$ cat src/rtl/fpu_half_sequencer.sv
// Loads a command program from a UART byte stream, then issues each command to the
// half-precision FPU in order and holds every result on the output bus.
module fpu_half_sequencer #(
    parameter int DEPTH       = 16,
    parameter int HOLD_CYCLES = 4,
    parameter int GAP_TIMEOUT = 100000
) (
    input  logic        clock,
    input  logic        resetb,
    input  logic        rx_valid,
    input  logic [7:0]  rx_byte,
    output logic        fpu_valid_o,
    input  logic        fpu_ready_i,
    output logic [4:0]  fpu_op_o,
    output logic [2:0]  fpu_rm_o,
    output logic [15:0] fpu_a_o,
    output logic [15:0] fpu_b_o,
    output logic [15:0] fpu_c_o,
    input  logic        fpu_done_i,
    input  logic [15:0] fpu_result_i,
    input  logic [4:0]  fpu_flags_i,
    output logic [15:0] result_o,
    output logic [4:0]  flags_o,
    output logic        prog_ready_o,
    output logic        busy_o,
    output logic        err_o
);
    localparam int IW = (DEPTH > 1) ? $clog2(DEPTH) : 1;
    localparam int HW = $clog2(HOLD_CYCLES + 1);
    localparam int GW = $clog2(GAP_TIMEOUT + 1);

    typedef enum logic [2:0] {IDLE, LOAD, ISSUE, WAIT, HOLD, DONE} state_t;

    state_t          state_reg;
    logic [7:0]      n_reg;
    logic [IW-1:0]   idx_reg;
    logic [IW-1:0]   entry_reg;
    logic [2:0]      lane_reg;
    logic [HW-1:0]   hold_cnt_reg;
    logic [GW-1:0]   gap_cnt_reg;

    logic            wr_en;
    logic            last_byte;
    logic            hold_done;
    logic            last_cmd;
    logic [IW-1:0]   rd_addr;
    logic [55:0]     rd_bus;

    assign wr_en     = (state_reg == LOAD) && rx_valid;
    assign last_byte = wr_en && (lane_reg == 3'd6) && (8'(entry_reg) == n_reg - 8'd1);
    assign hold_done = (state_reg == HOLD) && (hold_cnt_reg == HW'(HOLD_CYCLES - 1));
    assign last_cmd  = (8'(idx_reg) == n_reg - 8'd1);
    // Read address runs one step ahead on HOLD->ISSUE so the next entry is ready on entry.
    assign rd_addr   = (hold_done && !last_cmd) ? idx_reg + IW'(1) : idx_reg;

    // One byte-wide buffer per frame byte position; lane 0 is {op,rm}, lane 6 is C[7:0].
    genvar gi;
    generate
        for (gi = 0; gi < 7; gi++) begin : g_lane
            logic [7:0] mem [DEPTH];
            logic [7:0] rd_q;
            always_ff @(posedge clock) begin
                if (wr_en && lane_reg == 3'(gi))
                    mem[entry_reg] <= rx_byte;
                if (wr_en && lane_reg == 3'(gi) && entry_reg == rd_addr)
                    rd_q <= rx_byte;
                else
                    rd_q <= mem[rd_addr];
            end
            assign rd_bus[(6-gi)*8 +: 8] = rd_q;
        end
    endgenerate

    assign fpu_op_o = fpu_valid_o ? rd_bus[55:51] : 5'd0;
    assign fpu_rm_o = fpu_valid_o ? rd_bus[50:48] : 3'd0;
    assign fpu_a_o  = fpu_valid_o ? rd_bus[47:32] : 16'd0;
    assign fpu_b_o  = fpu_valid_o ? rd_bus[31:16] : 16'd0;
    assign fpu_c_o  = fpu_valid_o ? rd_bus[15:0]  : 16'd0;
    assign busy_o   = (state_reg == ISSUE) || (state_reg == WAIT) || (state_reg == HOLD);

    always_ff @(posedge clock or negedge resetb) begin
        if (!resetb) begin
            state_reg    <= IDLE;
            n_reg        <= 8'd0;
            idx_reg      <= '0;
            entry_reg    <= '0;
            lane_reg     <= 3'd0;
            hold_cnt_reg <= '0;
            gap_cnt_reg  <= '0;
            fpu_valid_o  <= 1'b0;
            result_o     <= 16'd0;
            flags_o      <= 5'd0;
            prog_ready_o <= 1'b0;
            err_o        <= 1'b0;
        end else begin
            case (state_reg)
                IDLE, DONE: begin
                    if (rx_valid) begin
                        if (rx_byte != 8'd0 && rx_byte <= 8'(DEPTH)) begin
                            n_reg        <= rx_byte;
                            err_o        <= 1'b0;
                            prog_ready_o <= 1'b0;
                            idx_reg      <= '0;
                            entry_reg    <= '0;
                            lane_reg     <= 3'd0;
                            gap_cnt_reg  <= '0;
                            state_reg    <= LOAD;
                        end else begin
                            err_o <= 1'b1;
                        end
                    end
                end
                LOAD: begin
                    if (rx_valid) begin
                        gap_cnt_reg <= '0;
                        if (last_byte) begin
                            prog_ready_o <= 1'b1;
                            fpu_valid_o  <= 1'b1;
                            state_reg    <= ISSUE;
                        end else if (lane_reg == 3'd6) begin
                            lane_reg  <= 3'd0;
                            entry_reg <= entry_reg + IW'(1);
                        end else begin
                            lane_reg <= lane_reg + 3'd1;
                        end
                    end else if (gap_cnt_reg == GW'(GAP_TIMEOUT - 1)) begin
                        err_o     <= 1'b1;
                        state_reg <= IDLE;
                    end else begin
                        gap_cnt_reg <= gap_cnt_reg + GW'(1);
                    end
                end
                ISSUE: begin
                    if (fpu_ready_i) begin
                        fpu_valid_o <= 1'b0;
                        state_reg   <= WAIT;
                    end
                end
                WAIT: begin
                    if (fpu_done_i) begin
                        result_o     <= fpu_result_i;
                        flags_o      <= fpu_flags_i;
                        hold_cnt_reg <= '0;
                        state_reg    <= HOLD;
                    end
                end
                HOLD: begin
                    if (hold_done) begin
                        if (last_cmd) begin
                            state_reg <= DONE;
                        end else begin
                            idx_reg     <= idx_reg + IW'(1);
                            fpu_valid_o <= 1'b1;
                            state_reg   <= ISSUE;
                        end
                    end else begin
                        hold_cnt_reg <= hold_cnt_reg + HW'(1);
                    end
                end
                default: state_reg <= IDLE;
            endcase
            // Bytes arriving while executing are dropped and flagged.
            if (rx_valid && (state_reg == ISSUE || state_reg == WAIT || state_reg == HOLD))
                err_o <= 1'b1;
        end
    end
endmodule
$ cat config.mk
export PLATFORM = sky130hd
export DESIGN_NAME = fpu_half_sequencer
export DESIGN_NICKNAME = d
export VERILOG_FILES = /design/src/rtl/fpu_half_sequencer.sv
export SDC_FILE = /design/constraint.sdc
export NUM_CORES = 1
export LEC_CHECK = 0
export CORE_MARGIN = 3
export CORE_UTILIZATION = 23
export DETAILED_ROUTE_END_ITERATION = 8
export GPL_ROUTABILITY_DRIVEN = 0
export SYNTH_ARGS = -nofsm -noshare
export SYNTH_HDL_FRONTEND = slang
export SYNTH_SLANG_ARGS = --single-unit
$ cat constraint.sdc
create_clock -name clock -period 5.8 [get_ports clock]
set_input_delay 1.16 -clock clock [delete_from_list [all_inputs] [get_ports clock]]
set_output_delay 1.16 -clock clock [all_outputs]
set_load 0.1 [all_outputs]
==> summary.md <==
| Metric | Value |
|---|---|
| Routed via count | 17800 |
| Worst-path clk slew | 0.06 ns |
| RSZ-0062 raised after global routing | no |
| Data arrival time of the worst path | 4.01 ns |
| Hold/Removal Path Class | in2async |
| Max clock buf depth | 3 |
| Initial Util | 23.2% |
| Peak supply drop | 497 uV |
| Layout Area Growth over Synthesis | 17.6% |
| Synth cell types | 59 |
| Post-synthesis register bit count | 966 |
| Drt first-iter violations | 1714 |
| Syn avg cell area | 21.3 um2 |
| Total die area | 170000 um2 |
| Pre-antenna DRT Iters | 6 |
| ANT nets after route | 0 |
| Min cycle time layout | 5.17 ns |
| Die boundary width | 413 um |
| Setup TNS | 0 ns |
| Vias in the first global route | 18600 |
| CTS HTree Levels | 3 |
| TritonCTS clock tree | yes |
| Final nets | 1984 |
| Achievable clock frequency | 0.194 GHz |
| Worst path required time | 4.64 ns |
| WS Path Type | reg2out |
| Row count | 148 |
| Initial antenna violation count | 12 |
| Reg2reg end | g_lane[4].mem[7][1] |
| Pwr per Cell Area | 424 nW/um2 |
| Critical path endpoint | fpu_op_o[2] |
| Worst path most repeated cell | mux4_2 |
| Final hold violation count | 0 |
| Syn. warnings | 0 |
| Total power draw | 0.0189 W |
| Max-Cap Viols | 0 |
| Leading register cell type out of synthesis | edfxtp_1 |
| Delay-heaviest family, CP | buffers and inverters |
| Worst Tran Pin Value | 1.15 ns |
| Maximum number of pins on one net before global-route repair | 96 |
| Clock Root Buffer | clkbuf_16 |
| Hold_buf cts | 0 |
| Post-synthesis async set-or-reset flop share | 6.83% |
| Mapped Nets | 1831 |
| Worst Skew | 0.0519 ns |
| Post-Place Worst Slack | 1.26 ns |
| Sequential area share after synthesis | 75.3% |
| Worst reg2reg setup slack | 2.36 ns |
| Post-Synthesis Cells | 1787 |
| Setup violations, final | 0 |
| Fin. max-slew vios | 0 |
| Most common cell after layout, fill and taps aside | edfxtp_1 |
| Postcts setup bufs | 0 |
| Dpl hpwl | 55100 um |
| Crit-path max cell delay | 0.99 ns |
| Reg2reg path depth | 4 |
| Largest register FFs | 896 |
| Reg-to-Reg Start | state_reg[1] |
| Buffers & Inverters on Critical Path | 2 |
| Crit. End Element | output pin |
| Grt ovf | 0 |
| Slew headroom | 23.4% |
| PortBufs | 114 |
| Die H | 413 um |
| Final WL | 91100 um |
| Final period utilization | 89.1% |
| CP Launch Type | flop |
| # DRC | 0 |
| Gr usage total | 10.7% |
| Critical path, cell by cell | buf_12 > mux4_2 > mux4_2 > and2_1 > clkdlybuf4s50_1 |
| CTS resizes | 0 |
| Ports | 115 |
| Fillers | 16100 |
| Synthesized area | 38000 um2 |
| WL/cell | 21.7 um |
| Slack of the critical path | 0.633 ns |
| Slowest-stage cell, CP | clkdlybuf4s50_1 |
| First-pass GRT wire length | 133000 um |
| Share of layout cells above drive strength 1 | 26.2% |
| CP Max Fanout | 39 |
| Total CTS buffers | 95 |
| Static leakage | 13.6 nW |
| Run status | finished clean |
| Post-synth EDFFs | 896 |
| WP depth | 5 |
| Vias per Instance | 4.23 |
| Most used cells in the layout excluding fill and tap cells | edfxtp_1, mux4_2, nor2_1, clkbuf_16, clkdlybuf4s50_1 |
| Skew-Pair Late Insertion Delay | 0.71 ns |
| Clock sink count | 966 |
| Core area | 164000 um2 |
power breakdown:
group / switching, W / total [W] / internal, W
registers: 0.000213 / 0.00802 / 0.00780
logic: 0.00298 / 0.00499 / 0.00202
clock network: 0.00270 / 0.00593 / 0.00323
total: 0.00588 / 0.0189 / 0.0131
synth_stat cells (3+ instances only):
cell type | instances | area [um2]
nand2b_1 | 9 | 56.3
nor4_1 | 4 | 25.0
xnor2_1 | 14 | 123
mux2i_1 | 3 | 30.0
ha_1 | 10 | 125
inv_1 | 17 | 63.8
and2_1 | 62 | 388
nor3_1 | 5 | 25.0
mux2_2 | 27 | 304
a21oi_1 | 6 | 30.0
nor2_1 | 144 | 541
o21ai_0 | 15 | 75.1
dfxtp_1 | 4 | 80.1
o31ai_1 | 6 | 45.0
buf_1 | 8 | 30.0
nand2_1 | 33 | 124
nand3_1 | 22 | 110
buf_2 | 16 | 80.1
mux4_2 | 280 | 6310
edfxtp_1 | 896 | 26900
nand4_1 | 9 | 56.3
xor2_1 | 16 | 140
nor2b_1 | 6 | 37.5
dfrtp_1 | 66 | 1650
clkbuf_1 | 63 | 236
worst reg2reg max path: stages (launching register included):
cell and delay, ns:
dfrtp_1 0.52, nor3b_4 0.44, and2_0 0.47, nand3_1 0.58
nor2_1 1.07
area by class of cell:
| type | count | area (um2) | area share (%) |
|---|---|---|---|
| Sequential cell | 966 | 28700 | 64.1 |
| Multi-Input combinational cell | 714 | 8940 | 20.0 |
| Tap cell | 2175 | 2720 | 6.09 |
| Clock buffer | 114 | 2450 | 5.48 |
| Timing Repair Buffer | 146 | 1360 | 3.03 |
| Clock inverter | 62 | 533 | 1.19 |
| Inverter | 17 | 63.8 | 0.143 |
| Antenna cell | 1 | 2.50 | 0.00560 |
worst min path at each step:
stage / slack, ns / end
after floorplan: 0.45 / n_reg[6]
after global placement: 0.48 / n_reg[6]
after detailed placement: 0.47 / n_reg[6]
after CTS: 0.44 / flags_o[4]
after global routing: 0.47 / flags_o[4]
final: 0.47 / flags_o[4]
metrics by stage:
stage / cell area, um2 / cells / utilization (%) / hold slack [ns]
floorplan: 38000 / 1787 / - / 0.454
global placement: 41700 / 4018 / 25.5 / 0.482
detailed placement: 41700 / 4018 / 25.5 / 0.472
CTS: 44700 / 4194 / 27.3 / 0.442
global route: 44700 / 4195 / 27.3 / 0.467
finish: 44700 / 4195 / 27.3 / 0.469
kinds of logic (layout without fill, tap and decap cells):
group	count (synthesis)	in the layout	share of synthesized area, %
DFF	966	966	75.3
muxes	311	311	17.5
AOI/OAI and AO/OA	50	50	0.988
buffers and inverters	107	339	1.14
xor gates and xnor gates	30	30	0.691
and+or+nand+nor	313	313	4.00
other	0	1	0
adders and majority gates	10	10	0.329
layer usage:
layer | part of all wire (%) | GRT usage, % | vias to the layer above
met5 | 0.049 | 0 | -
met4 | 2.2 | 2.60 | 8
met3 | 6.7 | 2.71 | 130
met2 | 48 | 17.2 | 550
met1 | 43 | 14.3 | 9429
li1 | - | - | 7644
Note: power is estimated with default switching activity, not from simulation.
